[src/rtl/generic_bus_ahb_master.sv]
// Generic-bus to AHB-Lite master bridge: one held address phase plus one outstanding data phase,
// with a single-cycle busy-low completion strobe back to the memory controller.
//
// state      | meaning
// -----------+-----------------------------------------------------------
// ST_IDLE    | no held address, no data phase outstanding
// ST_ADDR    | address phase held in the hold register, waiting for HREADY
// ST_DATA    | one data phase outstanding, no held address
// ST_DHOLD   | data phase outstanding and the next address phase held
module generic_bus_ahb_master #(
    parameter logic [3:0] HPROT_VAL  = 4'b0011,
    parameter logic [2:0] HBURST_VAL = 3'b000
) (
    input  logic        CLK,
    input  logic        nRST,
    input  logic [31:0] addr,
    input  logic [31:0] wdata,
    input  logic        ren,
    input  logic        wen,
    input  logic [3:0]  byte_en,
    output logic [31:0] rdata,
    output logic        busy,
    output logic        bus_err,
    output logic [31:0] HADDR,
    output logic        HWRITE,
    output logic [1:0]  HTRANS,
    output logic [2:0]  HSIZE,
    output logic [2:0]  HBURST,
    output logic [3:0]  HPROT,
    output logic        HMASTLOCK,
    output logic [31:0] HWDATA,
    input  logic [31:0] HRDATA,
    input  logic        HREADY,
    input  logic        HRESP
);

    localparam logic [1:0] ST_IDLE  = 2'b00;
    localparam logic [1:0] ST_ADDR  = 2'b10;
    localparam logic [1:0] ST_DATA  = 2'b01;
    localparam logic [1:0] ST_DHOLD = 2'b11;

    localparam logic [1:0] TRANS_IDLE   = 2'b00;
    localparam logic [1:0] TRANS_NONSEQ = 2'b10;

    logic [1:0]  state, state_nxt;
    logic        hold_valid, data_pending;

    logic [29:0] hold_addr;
    logic [31:0] hold_wdata;
    logic        hold_write;
    logic [3:0]  hold_be;

    // req_taken masks a request the requester keeps high after it was captured;
    // taken_in_dp says that captured request is the one now in its data phase.
    logic        req_taken;
    logic        taken_in_dp;

    logic        req_any, in_req, nonseq, accept, complete, stall_load;
    logic [29:0] sel_addr;
    logic [31:0] sel_wdata;
    logic        sel_write;
    logic [3:0]  sel_be;
    logic [2:0]  size;
    logic [1:0]  offset;

    logic        unused_addr_lsb;
    assign unused_addr_lsb = ^addr[1:0];

    assign hold_valid   = state[1];
    assign data_pending = state[0];

    assign req_any    = ren | wen;
    assign in_req     = req_any & ~req_taken & nRST;
    assign nonseq     = hold_valid | in_req;
    assign accept     = nonseq & HREADY;
    assign complete   = data_pending & HREADY;
    assign stall_load = in_req & ~hold_valid & ~HREADY;

    assign sel_addr  = hold_valid ? hold_addr  : addr[31:2];
    assign sel_wdata = hold_valid ? hold_wdata : wdata;
    assign sel_write = hold_valid ? hold_write : wen;
    assign sel_be    = hold_valid ? hold_be    : byte_en;

    always_comb begin
        size   = 3'd2;
        offset = 2'd0;
        case (sel_be)
            4'b0011: size = 3'd1;
            4'b1100: begin size = 3'd1; offset = 2'd2; end
            4'b0001: begin size = 3'd0; offset = 2'd0; end
            4'b0010: begin size = 3'd0; offset = 2'd1; end
            4'b0100: begin size = 3'd0; offset = 2'd2; end
            4'b1000: begin size = 3'd0; offset = 2'd3; end
            default: ;
        endcase
    end

    assign HTRANS    = nonseq ? TRANS_NONSEQ : TRANS_IDLE;
    assign HADDR     = nonseq ? {sel_addr, offset} : 32'h0;
    assign HWRITE    = nonseq & sel_write;
    assign HSIZE     = nonseq ? size : 3'd0;
    assign HBURST    = HBURST_VAL;
    assign HPROT     = HPROT_VAL;
    assign HMASTLOCK = 1'b0;

    assign rdata   = HRDATA;
    assign busy    = ~complete;
    assign bus_err = complete & HRESP;

    always_comb begin
        state_nxt = state;
        case (state)
            ST_IDLE: begin
                if (accept)          state_nxt = ST_DATA;
                else if (stall_load) state_nxt = ST_ADDR;
            end
            ST_ADDR: begin
                if (HREADY) state_nxt = ST_DATA;
            end
            ST_DATA: begin
                if (accept)          state_nxt = ST_DATA;
                else if (stall_load) state_nxt = ST_DHOLD;
                else if (complete)   state_nxt = ST_IDLE;
            end
            ST_DHOLD: begin
                // completion and acceptance of the held address share the same HREADY
                if (HREADY) state_nxt = ST_DATA;
            end
            default: state_nxt = ST_IDLE;
        endcase
    end

    always_ff @(posedge CLK or negedge nRST) begin
        if (!nRST) begin
            state <= ST_IDLE;
        end else begin
            state <= state_nxt;
        end
    end

    always_ff @(posedge CLK or negedge nRST) begin
        if (!nRST) begin
            hold_addr  <= 30'h0;
            hold_wdata <= 32'h0;
            hold_write <= 1'b0;
            hold_be    <= 4'h0;
        end else if (stall_load) begin
            hold_addr  <= addr[31:2];
            hold_wdata <= wdata;
            hold_write <= wen;
            hold_be    <= byte_en;
        end
    end

    always_ff @(posedge CLK or negedge nRST) begin
        if (!nRST) begin
            HWDATA <= 32'h0;
        end else if (accept) begin
            HWDATA <= sel_wdata;
        end
    end

    always_ff @(posedge CLK or negedge nRST) begin
        if (!nRST) begin
            req_taken   <= 1'b0;
            taken_in_dp <= 1'b0;
        end else begin
            if (!req_any)                      req_taken <= 1'b0;
            else if (in_req && !hold_valid)    req_taken <= 1'b1;
            else if (taken_in_dp && complete)  req_taken <= 1'b0;

            if (accept)          taken_in_dp <= 1'b1;
            else if (stall_load) taken_in_dp <= 1'b0;
            else if (complete)   taken_in_dp <= 1'b0;
        end
    end

endmodule

[config.mk]
export PLATFORM = sky130hd
export DESIGN_NAME = generic_bus_ahb_master
export DESIGN_NICKNAME = d
export VERILOG_FILES = /design/src/rtl/generic_bus_ahb_master.sv
export SDC_FILE = /design/constraint.sdc
export NUM_CORES = 1
export LEC_CHECK = 0
export ABC_AREA = 0
export CAP_MARGIN = 20
export CELL_PAD_IN_SITES_DETAIL_PLACEMENT = 1
export CELL_PAD_IN_SITES_GLOBAL_PLACEMENT = 2
export CORE_UTILIZATION = 26
export DETAILED_ROUTE_END_ITERATION = 12
export GPL_ROUTABILITY_DRIVEN = 0
export PLACE_DENSITY = 0.87
export SYNTH_ARGS = -nofsm -noshare
export SYNTH_HDL_FRONTEND = slang
export SYNTH_SLANG_ARGS = --single-unit
[constraint.sdc]
create_clock -name CLK -period 1.7 [get_ports CLK]
set_input_delay 0.34 -clock CLK [delete_from_list [all_inputs] [get_ports CLK]]
set_output_delay 0.34 -clock CLK [all_outputs]
set_load 0.02 [all_outputs]
==> impl_metrics.csv, run 1 <==
group,metric,value,unit
run_status,outcome,"finished with violations",
run_status,violations,"setup timing",
power,p_total,13.4,mW
die,start_util,0.268,
place,post_dp_cell_area,6640,µm²
synthesis,ys.flop_type,"dfrtp_1",
final_layout,fill_cells,1868,
final_layout,final-seq-area,2580,µm²
power,p_sw_frac,0.356,
timing,min_period,2.18,ns
power,clkPwrFrac,0.163,
clock_network,cts_tree,"built",
die,die_area,20000,µm²
timing,worstMarginPinSlew,0.875,ns
timing,fin_ws,-0.483,ns
route,wl_per_cell,20.8,µm
min_path,hold_path.class,"primary input to async pin",
route,vias,3981,
power,p_leak,3.66,nW
power,netSwitchingPower,4.78,mW
final_layout,nets,682,
synthesis,netlist.area_leader.share,0.511,
critical_path,critPathKind,"register to output port",
synthesis,synth_largest_area_cell,"dfrtp_1",
timing,fmax,0.458,GHz
timing,fin_crit_sh,1.28,
synthesis,synth_top_cells_by_area,"dfrtp_1, mux2_2, buf_4",
clock_network,path_clk_slew,0.08,ns
route,postRouteWirelength,17500,µm
route,first_iter_violations,94,
route,ant_nets,0,
power,p_per_area,1580,nW/µm²
final_layout,num_antenna_cells,0,
synthesis,yosys.cell_types.count,30,
timing,slew_violations,0,
final_layout,fin_area,8500,µm²
synthesis,synth_area,5040,µm²
global_route,grt_pass1_wl,25900,µm
final_layout,fin_cells,841,
place,place_hpwl,9960,µm
critical_path,start_kind,"register",
flow_run,drv_cap,0,
place,post-place-ws,-0.875,ns
timing,slew_headroom,0.417,
critical_path,required,1.36,ns
global_route,grt_overflow,0,
place,portBuffers,141,
critical_path,arrival,1.84,ns
power,p_comb_frac,0.500,
die,die_h,141,µm
route,firstDrtPassIters,4,
critical_path,path_max_fanout,12,
timing,hold_viol_final,0,
route,post_drt_via_cell_ratio,4.73,
synthesis,synth_common_cells,"dfrtp_1, buf_4, mux2_2",
synthesis,ys_warn_count,0,
clock_network,cts-root-buf,"clkbuf_16",
power,irDropWorstVdd,0.000663,V
clock_network,h-tree-depth,3,
final_layout,multi_input_area,2680,µm²
die,num_io_pins,218,
global_route,track_usage,0.172,
synthesis,async_reset_ff_frac,1.00,
power,internal_power,8.63,mW
synthesis,synth_most_common_cell,"dfrtp_1",
global_route,grt_pass1_vias,4500,
clock_network,clock_sinks,103,
timing,grt_setup_unrepaired,"yes",
critical_path,cp-startpoint,"state[1]$_DFFE_PN0P_",
die,dieWidth,141,µm
synthesis,ys_ff_latch,103,
place,dp_cells,785,
timing,setup_viol,129,
synthesis,ys_seq_area_frac,0.511,
route,drc_errors,0,
power,power_frac_seq,0.337,
global_route,grt_max_degree,53,
clock_network,clk_latency,0.36,ns
critical_path,timing.rr.start,"state[1]$_DFFE_PN0P_",
synthesis,synth_edf_count,0,
global_route,antenna_found_initial,0,
die,rows,50,
clock_network,clk_path_buf_depth,2,
final_layout,area_growth,68.5,%
synthesis,syn_area_per_cell,12.2,µm²
timing,skew,0.00862,ns
critical_path,endpoint_kind,"output port",
synthesis,synthCells,413,
final_layout,drive_above_1_share,0.441,
die,fp.coreArea,18800,µm²
clock_network,numCtsBuffers,9,
[metal layers]
layer / part of all wire / global-route usage / vias up
met5: 0 / 0 / -
met4: 0.017 / 0.0526 / 0
met3: 0.042 / 0.0368 / 20
met2: 0.52 / 0.296 / 102
met1: 0.42 / 0.214 / 2064
li1: - / - / 1795
[path summary, 6_finish.rpt]
| kind | slack, ns | end | depth (start not counted) |
|---|---|---|---|
| setup / recovery | -0.48 | HADDR[20] | 6 |
| hold / removal | 0.15 | hold_wdata[21]$_DFFE_PN0P_ | 2 |
| setup reg to reg | -0.33 | hold_wdata[4]$_DFFE_PN0P_ | 8 |
| hold reg to reg | 0.51 | hold_wdata[24]$_DFFE_PN0P_ | 1 |
| max in group asynchronous | 0.34 | hold_wdata[20]$_DFFE_PN0P_ | 3 |
| min in group CLK | 0.29 | state[0]$_DFFE_PN0P_ | 2 |
[logic make-up (layout without fill, tap and decap cells)]
family / Yosys count / count (layout) / synth area share
mux: 99 / 99 / 0.213
other cells: 2 / 10 / 0.00149
compound gates: 103 / 103 / 0.136
flops: 103 / 103 / 0.511
xor+xnor: 3 / 3 / 0.00521
simple gates: 25 / 25 / 0.0300
buf+inv: 78 / 238 / 0.104
[cell type report]
cell class / instances / area share
inverter: 2 / 0.00118
clock buffer: 9 / 0.0265
timing repair buffer: 220 / 0.306
tap: 260 / 0.0383
multi-input combinational: 240 / 0.315
sequential: 103 / 0.304
clock inverter: 7 / 0.00913
[stage by stage]
stage | setup TNS [ns] | hold slack (ns) | util
3_5_place_dp | -84.32 | 0.479 | 0.353
6_report | -38.63 | 0.150 | 0.451
2_1_floorplan | -0.0430 | 0.0444 | -
3_3_place_gp | -76.90 | 0.466 | 0.353
5_1_grt | -46.86 | 0.200 | 0.451
4_1_cts | -37.56 | 0.192 | 0.424
[state kept, by name, summed over array words and instances (netlist names)]
name and cells:
HWDATA 32, hold_wdata 32, hold_addr 30, hold_be 4, state 2, hold_write 1, req_taken 1, taken_in_dp 1
[layout by cell type, fill, tap and decap left out, drive strengths merged, types with 7 or more instances in the layout]
| master | n |
|---|---|
| a21oi | 33 |
| clkdlybuf4s50 | 68 |
| a22o | 31 |
| clkbuf | 12 |
| mux2i | 32 |
| nor2 | 7 |
| conb | 10 |
| dlymetal6s2s | 23 |
| dlygate4sd2 | 12 |
| mux2 | 67 |
| dfrtp | 103 |
| a31oi | 33 |
| buf | 114 |
[what timing repair did]
action                                  4_1_cts  5_1_grt
hold buffers                                  0        0
gates resized for setup                     349       93
gates cloned                                 13        4
endpoints found under the setup margin      149      156
setup buffers                                18       12
pin swaps                                     8       28
[power groups by stage]
stage                     clock network, mW  registers, mW  logic, mW
after global routing                   2.35           4.67       7.11
after detailed placement                  0           4.38       4.67
after floorplan                           0           4.63       2.34
after CTS                              2.25           4.42       6.16
after global placement                    0           4.29       4.51
final                                  2.19           4.52       6.71
[worst max-delay path, stage by stage (launching register included)]
cell	delay, ns
dfrtp_4	0.51
buf_6	0.14
nor3_4	0.23
buf_4	0.16
buf_8	0.14
a22o_1	0.18
buf_6	0.13
(Power assumes the default switching activity.)
==> run 2, diff against run 1 <==
Settings changed: ABC_AREA 0 to 1, CORE_MARGIN set to 3, CORE_UTILIZATION 26 to 23, GPL_TIMING_DRIVEN set to 0, PLACE_DENSITY 0.87 to 0.89.
==> run 2 against run 1 <==
- the run still ends with setup timing left
- setup slack better by 0.14 ns
- synthesized cell count grew 82%
- non-clock buffer count is 63 higher
- sequential share of layout area hardly changed
- critical path type unchanged
- largest cell class is now buffers
==> impl_metrics.csv, run 2 <==
group,metric,value,unit
route,vias,5267,
final_layout,num_antenna_cells,0,
synthesis,synth_edf_count,0,
synthesis,ys_seq_area_frac,0.484,
timing,skew,0.00555,ns
timing,slew_headroom,0.651,
run_status,violations,"setup timing",
critical_path,required,1.36,ns
route,first_iter_violations,215,
die,die_area,25000,µm²
clock_network,path_clk_slew,0.07,ns
synthesis,netlist.area_leader.share,0.484,
synthesis,ys.flop_type,"dfrtp_1",
final_layout,layout_commonest_cell,"nand2_1",
min_path,hold_path.class,"primary input to register",
final_layout,top_regs,"HWDATA x32, hold_wdata x32, hold_addr x30",
synthesis,synth_common_cells,"nand2_1, dfrtp_1, buf_4",
critical_path,critPathKind,"register to output port",
min_path,hold-path-endpoint,"HWDATA[1]$_DFFE_PN0N_",
timing,hold_viol_final,0,
place,portBuffers,172,
final_layout,nets,1075,
timing,grt_setup_unrepaired,"yes",
route,ant_nets,0,
final_layout,area_growth,59.2,%
synthesis,synth_most_common_cell,"nand2_1",
clock_network,clk_path_buf_depth,2,
critical_path,r2r_cells,10,
global_route,grt_max_degree,54,
synthesis,ys_ff_latch,103,
die,start_util,0.235,
timing,fin_ws,-0.345,ns
global_route,track_usage,0.145,
final_layout,final_cell_mix,"nand2_1, clkdlybuf4s50_1, dfrtp_1, buf_4, nand2_2",
final_layout,drive_above_1_share,0.241,
power,p_leak,4.64,nW
timing,slew_violations,0,
route,firstDrtPassIters,4,
place,place_hpwl,12700,µm
route,post_drt_via_cell_ratio,4.18,
route,wl_per_cell,14.4,µm
global_route,antenna_found_initial,0,
timing,fin_tns_setup,-10.51,ns
synthesis,ys_warn_count,0,
final_layout,fin_area,8490,µm²
die,num_io_pins,218,
power,irDropWorstVdd,0.000391,V
final_layout,fill_cells,2746,
final_layout,final-seq-area,2580,µm²
critical_path,ff2ff_setup_slack,0.05,ns
global_route,grt_overflow,0,
place,dp_cells,1216,
clock_network,cts-root-buf,"clkbuf_16",
critical_path,timing.rr.start,"req_taken$_DFFE_PN0P_",
clock_network,cts_tree,"built",
timing,min_period,2.04,ns
final_layout,multi_input_area,2410,µm²
global_route,grt_pass1_wl,28600,µm
die,die_h,158,µm
clock_network,clock_sinks,103,
timing,fmax,0.489,GHz
min_path,worstHoldStart,"HREADY",
synthesis,yosys.cell_types.count,17,
min_path,hold_depth,3,
die,rows,55,
run_status,outcome,"finished with violations",
synthesis,synth_largest_area_cell,"dfrtp_1",
synthesis,synthCells,750,
timing,setup_viol,35,
timing,fin_crit_sh,1.20,
critical_path,path_max_fanout,5,
global_route,grt_pass1_vias,5601,
place,post_dp_cell_area,7470,µm²
final_layout,fin_cells,1259,
power,p_per_area,1360,nW/µm²
synthesis,synth_top_cells_by_area,"dfrtp_1, nand2_1, buf_4",
synthesis,syn_area_per_cell,7.11,µm²
critical_path,r2r-end,"hold_addr[14]$_DFFE_PN0P_",
route,drc_errors,0,
die,dieWidth,158,µm
clock_network,clk_latency,0.35,ns
timing,worstMarginPinSlew,0.524,ns
place,post-place-ws,-1.30,ns
synthesis,synth_area,5330,µm²
flow_run,drv_cap,0,
critical_path,endpoint_kind,"output port",
clock_network,h-tree-depth,3,
die,fp.coreArea,22700,µm²
route,postRouteWirelength,18200,µm
critical_path,start_kind,"register",
synthesis,async_reset_ff_frac,1.00,
critical_path,arrival,1.70,ns
clock_network,numCtsBuffers,9,
run 2: worst max-delay path by stage:
| stage | from | endpoint | slack [ns] |
|---|---|---|---|
| 2_1_floorplan | state[1]$_DFFE_PN0P_ | HSIZE[0] | 0.05 |
| 3_3_place_gp | nRST | HADDR[27] | -5.35 |
| 3_5_place_dp | nRST | HADDR[23] | -1.30 |
| 4_1_cts | req_taken$_DFFE_PN0P_ | HADDR[9] | -0.37 |
| 5_1_grt | req_taken$_DFFE_PN0P_ | HADDR[31] | -0.46 |
| 6_report | req_taken$_DFFE_PN0P_ | HADDR[23] | -0.34 |
run 2: logic make-up (layout without fill, tap and decap cells):
kind of cell | count (synthesis) | count (layout) | share of synthesized area
DFF | 103 | 103 | 0.484
other | 2 | 10 | 0.00141
buffers and inverters | 100 | 316 | 0.118
and+or+nand+nor | 541 | 541 | 0.393
AOI/OAI and AO/OA | 4 | 4 | 0.00376
run 2: timing repair:
action,CTS,global route
endpoints found under the setup margin,82,117
pin swaps,25,18
cloned,4,1
setup buffers,19,0
gates resized for setup,288,66
hold endpoints to repair,50,50
run 2: where the power goes:
group	total, mW	leakage [nW]	internal (mW)	switching, mW
clock	2.10	0.142	1.13	0.970
sequential	4.28	1.28	3.64	0.643
combinational	5.15	3.21	2.33	2.82
run 2: per-layer routing:
layer | GRT usage | share of wire | vias to the layer above
met4 | 0.0434 | 0.014 | 0
met5 | 0 | 0 | -
met2 | 0.251 | 0.49 | 127
met1 | 0.181 | 0.44 | 2490
li1 | - | - | 2636
met3 | 0.0312 | 0.054 | 14
run 2: area by class of cell:
type                            count  share of cell area
Timing Repair Buffer              200               0.248
Tap cell                          285              0.0420
Inverter                           17             0.00752
Clock buffer                       13              0.0318
Multi-Input combinational cell    555               0.284
Sequential cell                   103               0.304
Clock inverter                      3             0.00295
Buffer                             83              0.0802
run 2: critical path, cell delays in order, from the launching register on:
cell and delay (ns):
dfrtp_1 0.39, nor2_2 0.14, nand2_2 0.08, nor2_4 0.18, buf_8 0.18, clkbuf_16 0.16
nand2_4 0.05, nand2_4 0.07, buf_6 0.11
run 2: through the flow:
step	hold slack, ns	power (mW)	util
global placement	0.453	8.88	0.328
detailed placement	0.340	9.03	0.329
CTS	-0.152	11.6	0.363
floorplan	0.0444	6.84	-
finish	0.370	11.5	0.374
global route	0.389	12.5	0.374
